## src/rtl/uart_cmd_decoder.sv

```systemverilog
// Command framer between uart_rx and motor_cntlr/uart_tx: parses 0x55-framed
// commands, holds the motor setpoint registers and streams encoder snapshots back.
module uart_cmd_decoder #(
  parameter int unsigned TIMEOUT_CLKS = 2000000,
  parameter logic [7:0]  DEF_SPEED    = 8'h80,
  parameter logic [15:0] DEF_TICS     = 16'd1440
) (
  input  logic        clk_100MHz,
  input  logic        rst_n,
  input  logic        i_Rx_DV,
  input  logic [7:0]  i_Rx_Byte,
  input  logic [23:0] i_EncCntL,
  input  logic [23:0] i_EncCntR,
  input  logic        i_Tx_Done,
  output logic        o_Tx_DV,
  output logic [7:0]  o_Tx_Byte,
  output logic [7:0]  o_speed1,
  output logic [7:0]  o_speed2,
  output logic [7:0]  o_accel,
  output logic [15:0] o_tics_per_rev,
  output logic        o_zero_encoders,
  output logic        o_cmd_ack,
  output logic [7:0]  o_err_cnt
);

  // state       | meaning
  // ST_IDLE     | hunting for the 0x55 sync byte
  // ST_CMD      | expecting the command byte
  // ST_DATA     | collecting 1..2 data bytes
  // ST_CHK      | expecting the XOR checksum byte
  // ST_EXEC     | one cycle: commit registers, take snapshot
  // ST_TX_SEND  | present one response byte to uart_tx
  // ST_TX_WAIT  | wait for uart_tx to finish that byte
  typedef enum logic [2:0] {
    ST_IDLE, ST_CMD, ST_DATA, ST_CHK, ST_EXEC, ST_TX_SEND, ST_TX_WAIT
  } state_t;

  localparam int unsigned TMO_W = $clog2(TIMEOUT_CLKS + 1);
  localparam logic [TMO_W-1:0] TMO_LOAD = TMO_W'(TIMEOUT_CLKS - 1);

  state_t            state_q, state_d;
  logic [7:0]        cmd_q, cmd_d;
  logic [1:0]        cnt_q, cnt_d;
  logic [7:0]        xor_q, xor_d;
  logic [15:0]       data_q, data_d;
  logic [TMO_W-1:0]  tmo_q, tmo_d;
  logic [23:0]       snap_q, snap_d;
  logic [1:0]        idx_q, idx_d;
  logic [7:0]        tx_byte_q, tx_byte_d;
  logic [7:0]        speed1_q, speed1_d;
  logic [7:0]        speed2_q, speed2_d;
  logic [7:0]        accel_q, accel_d;
  logic [15:0]       tics_q, tics_d;
  logic              zero_q, zero_d;
  logic              ack_q, ack_d;
  logic [7:0]        err_q, err_d;
  logic              err_evt;
  logic              cmd_known;
  logic [1:0]        cmd_len;
  logic [1:0]        idx_nxt;

  // Data-byte count per command; unknown codes (including a repeated 0x55) rejected.
  always_comb begin
    cmd_known = 1'b1;
    cmd_len   = 2'd0;
    case (i_Rx_Byte)
      8'h11:                cmd_len = 2'd2;
      8'h21, 8'h22, 8'h23:  cmd_len = 2'd1;
      8'h24, 8'h25, 8'h26:  cmd_len = 2'd0;
      default:              cmd_known = 1'b0;
    endcase
  end

  assign idx_nxt = idx_q + 2'd1;

  always_comb begin
    state_d   = state_q;
    cmd_d     = cmd_q;
    cnt_d     = cnt_q;
    xor_d     = xor_q;
    data_d    = data_q;
    tmo_d     = tmo_q;
    snap_d    = snap_q;
    idx_d     = idx_q;
    tx_byte_d = tx_byte_q;
    speed1_d  = speed1_q;
    speed2_d  = speed2_q;
    accel_d   = accel_q;
    tics_d    = tics_q;
    zero_d    = 1'b0;
    ack_d     = 1'b0;
    err_evt   = 1'b0;

    case (state_q)
      ST_IDLE: begin
        tmo_d = TMO_LOAD;
        if (i_Rx_DV && i_Rx_Byte == 8'h55) state_d = ST_CMD;
      end

      ST_CMD, ST_DATA, ST_CHK: begin
        if (i_Rx_DV) begin
          tmo_d = TMO_LOAD;
          case (state_q)
            ST_CMD: begin
              if (cmd_known) begin
                cmd_d   = i_Rx_Byte;
                xor_d   = i_Rx_Byte;
                cnt_d   = cmd_len;
                state_d = (cmd_len != 2'd0) ? ST_DATA : ST_CHK;
              end else begin
                state_d = ST_IDLE;
                err_evt = 1'b1;
              end
            end
            ST_DATA: begin
              data_d = {data_q[7:0], i_Rx_Byte};
              xor_d  = xor_q ^ i_Rx_Byte;
              cnt_d  = cnt_q - 2'd1;
              if (cnt_q == 2'd1) state_d = ST_CHK;
            end
            default: begin
              if (i_Rx_Byte == xor_q) begin
                state_d = ST_EXEC;
              end else begin
                state_d = ST_IDLE;
                err_evt = 1'b1;
              end
            end
          endcase
        end else if (tmo_q == '0) begin
          // Terminal count reached with no byte this cycle: abandon the frame.
          state_d = ST_IDLE;
          err_evt = 1'b1;
        end else begin
          tmo_d = tmo_q - TMO_W'(1);
        end
      end

      ST_EXEC: begin
        err_evt = i_Rx_DV;
        ack_d   = 1'b1;
        state_d = ST_IDLE;
        case (cmd_q)
          8'h11: tics_d   = data_q;
          8'h21: speed1_d = data_q[7:0];
          8'h22: speed2_d = data_q[7:0];
          8'h23: accel_d  = data_q[7:0];
          8'h24: begin
            snap_d    = i_EncCntL;
            tx_byte_d = 8'hFD;
            idx_d     = 2'd0;
            state_d   = ST_TX_SEND;
          end
          8'h25: begin
            snap_d    = i_EncCntR;
            tx_byte_d = 8'hFE;
            idx_d     = 2'd0;
            state_d   = ST_TX_SEND;
          end
          8'h26: zero_d = 1'b1;
          default: ;
        endcase
      end

      ST_TX_SEND: begin
        err_evt = i_Rx_DV;
        state_d = ST_TX_WAIT;
      end

      ST_TX_WAIT: begin
        err_evt = i_Rx_DV;
        if (i_Tx_Done) begin
          if (idx_q == 2'd3) begin
            state_d = ST_IDLE;
          end else begin
            idx_d   = idx_nxt;
            state_d = ST_TX_SEND;
            case (idx_nxt)
              2'd1:    tx_byte_d = snap_q[23:16];
              2'd2:    tx_byte_d = snap_q[15:8];
              default: tx_byte_d = snap_q[7:0];
            endcase
          end
        end
      end

      default: state_d = ST_IDLE;
    endcase
  end

  always_comb begin
    err_d = err_q;
    if (err_evt && err_q != 8'hFF) err_d = err_q + 8'd1;
  end

  always_ff @(posedge clk_100MHz or negedge rst_n) begin
    if (!rst_n) begin
      state_q   <= ST_IDLE;
      cmd_q     <= '0;
      cnt_q     <= '0;
      xor_q     <= '0;
      data_q    <= '0;
      tmo_q     <= TMO_LOAD;
      snap_q    <= '0;
      idx_q     <= '0;
      tx_byte_q <= '0;
      speed1_q  <= DEF_SPEED;
      speed2_q  <= DEF_SPEED;
      accel_q   <= '0;
      tics_q    <= DEF_TICS;
      zero_q    <= 1'b0;
      ack_q     <= 1'b0;
      err_q     <= '0;
    end else begin
      state_q   <= state_d;
      cmd_q     <= cmd_d;
      cnt_q     <= cnt_d;
      xor_q     <= xor_d;
      data_q    <= data_d;
      tmo_q     <= tmo_d;
      snap_q    <= snap_d;
      idx_q     <= idx_d;
      tx_byte_q <= tx_byte_d;
      speed1_q  <= speed1_d;
      speed2_q  <= speed2_d;
      accel_q   <= accel_d;
      tics_q    <= tics_d;
      zero_q    <= zero_d;
      ack_q     <= ack_d;
      err_q     <= err_d;
    end
  end

  assign o_Tx_DV         = (state_q == ST_TX_SEND);
  assign o_Tx_Byte       = tx_byte_q;
  assign o_speed1        = speed1_q;
  assign o_speed2        = speed2_q;
  assign o_accel         = accel_q;
  assign o_tics_per_rev  = tics_q;
  assign o_zero_encoders = zero_q;
  assign o_cmd_ack       = ack_q;
  assign o_err_cnt       = err_q;

endmodule
```

## config.mk

```make
export PLATFORM = sky130hd
export DESIGN_NAME = uart_cmd_decoder
export DESIGN_NICKNAME = d
export VERILOG_FILES = /design/src/rtl/uart_cmd_decoder.sv
export SDC_FILE = /design/constraint.sdc
export NUM_CORES = 1
export LEC_CHECK = 0
export BUFFER_PORTS_ARGS = -buffer_cell sky130_fd_sc_hd__buf_2
export CELL_PAD_IN_SITES_DETAIL_PLACEMENT = 1
export CELL_PAD_IN_SITES_GLOBAL_PLACEMENT = 1
export CORE_AREA = 3 3 134 136
export DETAILED_ROUTE_END_ITERATION = 16
export DIE_AREA = 0 0 137 139
export GPL_TIMING_DRIVEN = 0
export HOLD_SLACK_MARGIN = 0.02
export PLACE_DENSITY_LB_ADDON = 0.2
export SKIP_CTS_REPAIR_TIMING = 1
export SYNTH_ARGS = -nofsm -noshare
export SYNTH_HDL_FRONTEND = slang
export SYNTH_SLANG_ARGS = --single-unit
```

## constraint.sdc

```tcl
create_clock -name clk_100MHz -period 2.2 [get_ports clk_100MHz]
set_clock_uncertainty 0.05 [all_clocks]
set_input_delay 0.33 -clock clk_100MHz [delete_from_list [all_inputs] [get_ports clk_100MHz]]
set_output_delay 0.33 -clock clk_100MHz [all_outputs]
set_load 0.005 [all_outputs]
```

## Word-level counts from Yosys, hierarchy flattened

Cells that the tools add are included.

| storage, ports and cells | value |
|---|---|
| ROM bits | 0 |
| bits in registers | 142 |
| RAM bits | 0 |
| memories | 0 |
| bits in latches | 0 |

| cells by class | value |
|---|---|
| mux-type cells | 40 |
| bitwise gates (word level) | 1 |
| eq/ne operators | 36 |
| shifts and indexed selects | 0 |
| order comparisons | 0 |
| multiply operators | 0 |
| divide/modulo/power cells | 0 |
| add/subtract/negate cells | 4 |
| reduce and logical (&&, ||, !) cells | 26 |

Operators by type and width:

| operator | number |
|---|---|
| $eq A8 B6 Y1 const B | 12 |
| $pmux W8 S2 | 4 |
| $pmux W24 S2 | 1 |
| $mux W21 | 2 |
| $pmux W21 S2 | 1 |
| $mux W3 | 8 |
| $mux W8 | 3 |
| $logic_not A21 Y1 | 1 |
| $sub A21 B1 Y21 const B | 1 |
| $reduce_and A4 Y1 | 5 |
| $eq A8 B5 Y1 const B | 2 |
| $pmux W3 S5 | 1 |
| $pmux W2 S2 | 3 |
| $reduce_and A2 Y1 | 6 |
| $mux W2 | 5 |
| $ne A2 B2 Y1 const B | 5 |
| $reduce_bool A2 Y1 | 5 |
| $eq A3 B3 Y1 const B | 3 |
| $mux W1 | 9 |
| $reduce_or A3 Y1 | 3 |
| $add A8 B1 Y8 const B | 1 |
| $eq A8 B7 Y1 const B | 1 |
| $eq A8 B8 Y1 | 1 |
| $ne A8 B8 Y1 const B | 1 |
| 17 further kinds | 23 |

## Depth between registers and ports, before layout

| depth | value |
|---|---|
| word-level depth | 9 |
| gate-level depth with buffers | 9 |
| depth with buffers taken out | 8 |

## Worst setup path before layout

Ideal clock, no wire load.

| path | value |
|---|---|
| path kind | reg2reg |
| start | reg tmo_q[0] |
| end | reg err_q[1] (netlist: o_err_cnt[1]) |
| arrival time | 1.968 ns |
| buffers on the path | 0 |
| cell stages (with the launch flop) | 9 |
| path slack | 0.057 ns |
| library setup time | 0.125 ns |
| path through | dfstp_2 inv_1 ha_1 nor2b_1 and4_1 a31oi_1 o31ai_4 and2_4 mux2_4 |

| on the way | value |
|---|---|
| cells in the longest elaborated chain, start to end | 5 |

RTL lines:

| element | RTL line | text |
|---|---|---|
| from (decl) | 46 | `logic [TMO_W-1:0] tmo_q, tmo_d;` |
| from (signal assigned) | 220 | `tmo_q <= tmo_d;` |
| $logic_not A21 Y1 | 130 | `end else if (tmo_q == '0) begin` |
| $mux W1 | 130 |  |
| $mux W1 | 101 | `if (i_Rx_DV) begin` |
| $pmux W1 S2 | 94 | `case (state_q)` |
| $logic_and A1 B1 Y1 | 193 | `if (err_evt && err_q != 8'hFF) err_d = err_q + 8'd1;` |
| to (signal assigned) | 230 | `err_q <= err_d;` |
| to (decl) | 56 | `logic [7:0] err_q, err_d;` |

No other way between the ends.
A chain may end at the register's enable or synchronous reset.

## Worst setup path after layout

| path | value |
|---|---|
| start | reg tmo_q[14] |
| end | reg err_q[1] (netlist: o_err_cnt[1]) |

Same word-level chain as after synthesis.

==> results by group <==
Synth
  • Top_reg_cell synth: dfrtp_1
  • Syn avg cell area: 11.2 µm²
  • Syn nets: 665
  • Seq cells post-synth: 142
  • Synth area leaders: dfrtp_1 (46%), mux2_2 (11%), dfstp_2 (7.5%), a21oi_1 (4.3%), mux2i_1 (3.6%)
  • Synth top area share: 46.0%
  • Share of flip-flops with an asynchronous set or reset: 100%
  • Syn Std Cell Area: 0.00669 mm²
  • Yosys warns: 0
  • Register area share after synthesis: 53.5%
  • Count of flip-flops with a built-in enable after synthesis: 0
  • Yosys top cell by area: dfrtp_1
  • Post-Syn Instances: 599
  • Synth cell types: 61

Outcome
  • Outcome: completed

Final layout
  • Post-route cell area: 0.00849 mm²
  • Multi-input logic area: 0.00305 mm²
  • Share of cells above drive strength 1: 41.0%
  • Net count, final: 814
  • Antenna cell count: 0
  • Most common cell after layout, fill and taps aside: buf_2
  • Fill count: 1877
  • Reg area: 0.00358 mm²
  • Area growth syn-to-layout: 27.0%
  • Most frequent cells in the layout: buf_2 (122), dfrtp_1 (121), mux2_2 (65)

Clock tree
  • Worst skew pair latency: 430 ps
  • Sink Count: 142
  • Reg clk slew, reported paths: 60 ps
  • Max clock buf depth: 2
  • Num CTS Buffers: 17
  • H-Tree Depth: 4
  • CTS tree: yes
  • CTS Root Cell: clkbuf_16

Drt
  • Remaining antenna violation count: 0
  • Post-Route WL: 18.8 mm
  • Vias per cell: 5.37
  • Vias: 5298
  • Routed len/inst: 19.1 µm
  • DRC viols: 0
  • Initial DRC count: 192
  • Router iterations before antenna repair: 5

Critical path
  • CP max stage cell: or4_4
  • Crit end category: flop
  • Worst Path Required: 2450 ps
  • RR Endpoint: o_err_cnt[1]
  • Critical R2R Launch: tmo_q[14]
  • R2R depth: 6
  • R2R setup slack: 0.3 ps
  • Crit Path Category: flop to flop
  • Max incr delay on CP: 590 ps
  • CP arrival: 2450 ps
  • Worst path cell trace: or4_4, nor3_2, a31oi_4, o31ai_4, and2_4, mux2_4
  • Crit Path Max Fanout: 7
  • Worst setup SP type: flop

Power
  • Pwr dens: 835 mW/mm²
  • Switching Share: 29.1%
  • Leak: 3.95 nW
  • Comb pwr share: 14.1%
  • Part of the power in registers: 44.3%
  • Psw: 2.06 mW
  • Peak VDD IR: 0.542 mV
  • Internal Power: 5.02 mW
  • Clock power share: 41.7%

STA
  • Fin crit period: 2200 ps
  • Slew HR: 64.4%
  • Crit path setup slack, layout: 0.321 ps
  • Final setup fails: 0
  • Hold slack: 144 ps
  • Slew Viols, Final: 0
  • Slew @ Worst Pin: 532 ps
  • Final hold vios: 0
  • Max Clk Rate: 0.455 GHz
  • RSZ-0062 raised after global routing: yes
  • Period utilization: 100%

Min path
  • Hold depth: 2
  • Hold Crit Endpoint: cmd_q[2]
  • Hold_sp: i_Rx_Byte[2]
  • Hold WC Path Type: primary input to flop

Place
  • DP HPWL: 12.8 mm
  • Pre-CTS WS: -370 ps
  • Area post-placement: 0.00756 mm²
  • Routability cong.: 0.780
  • Input/output buffers: 112

Floorplan
  • Standard-cell rows: 48
  • Die height: 139 µm
  • Die W: 137 µm
  • Die ar.: 0.0190 mm²
  • Num ports: 119
  • Core area: 0.0171 mm²
  • Initial core utilization: 39.2%

GRT
  • Vias in the first global route: 5703
  • GRT Overall Usage: 20.1%
  • Largest net degree at the start of global routing: 92
  • Grt ovf: 0
  • Initial antenna violation count: 0
  • First-pass GRT wire length: 30.2 mm

Run
  • MaxCap Viol Count: 0
-- worst max-delay path: cells and delay by family (launching register included) --
family	cells	cell delay (ps)
AND/OR/NAND/NOR	3	1080
multiplexers	1	290
flip-flops	1	410
AO/OA/AOI/OAI	2	250
-- cell families after synthesis --
group / Yosys count / synth area share [%]
fa+ha+maj: 6 / 1.12
mux: 90 / 14.8
buf+inv: 45 / 3.07
compound gates: 121 / 11.1
xor+xnor: 21 / 2.75
flops: 142 / 53.5
simple gates: 174 / 13.7
-- sequential cells by signal, summed over array words and instances (netlist names), 16 cells and up --
name	cells
tmo_q	21
o_tics_per_rev	16
snap_q	24
data_q	16
-- power by group through the flow --
stage | combinational, mW | sequential, mW | clock (mW)
after floorplan | 0.596 | 3.08 | 0
after global placement | 0.875 | 3.13 | 0
after detailed placement | 0.925 | 3.16 | 0
after CTS | 0.948 | 3.12 | 2.99
after global routing | 1.12 | 3.18 | 3.13
final | 0.996 | 3.14 | 2.95
-- per-layer routing --
metal / vias to the layer above / routed length (µm) / GRT usage, %
met2: 103 / 9600 / 33.8
met5: - / 0 / 0
met4: 0 / 216 / 5.46
li1: 2458 / - / -
met1: 2722 / 8210 / 25.2
met3: 15 / 812 / 5.62
-- how the worst max path moves through the flow --
stage                          start            to  slack [ps]  depth (start not counted)
after CTS                 state_q[1]    snap_q[23]        -340                          7
after floorplan             tmo_q[0]  o_err_cnt[1]          60                          8
after global placement         rst_n    snap_q[14]       -1250                          1
final                      tmo_q[14]  o_err_cnt[1]         0.3                          6
after global routing      state_q[2]    o_accel[7]         -50                          7
after detailed placement  state_q[1]    snap_q[23]        -370                          7
-- metrics by stage --
stage	util [%]	total power [mW]	cells	setup TNS, ps
after floorplan	-	3.68	599	0
after global placement	44.1	4.00	936	-171470
after detailed placement	44.3	4.08	937	-15250
after CTS	47.9	7.06	969	-16380
after global routing	49.8	7.42	986	-418
final	49.8	7.09	986	0
-- cell type report --
cell class / count / area share, %
buffer: 29 / 2.08
clock buffer: 17 / 5.01
clock inverter: 15 / 2.11
inverter: 13 / 0.575
multi-input combinational: 412 / 36.0
sequential: 142 / 42.2
tap: 225 / 3.32
timing repair buffer: 133 / 8.77
-- Yosys cell counts, types with 6 or more instances --
master    number
ha_1           6
a31oi_1       14
o21ai_0       21
mux2_2        65
xor2_1         9
clkbuf_1      11
a221oi_1       6
dfrtp_1      123
nand4_1       11
nand3_1       17
a21oi_1       57
nor2_1        62
mux2i_1       24
dfstp_2       19
nand2_1       28
nor3_1         9
xnor2_1       12
buf_2         17
inv_1         12
Note: power is estimated with default switching activity, not from simulation.
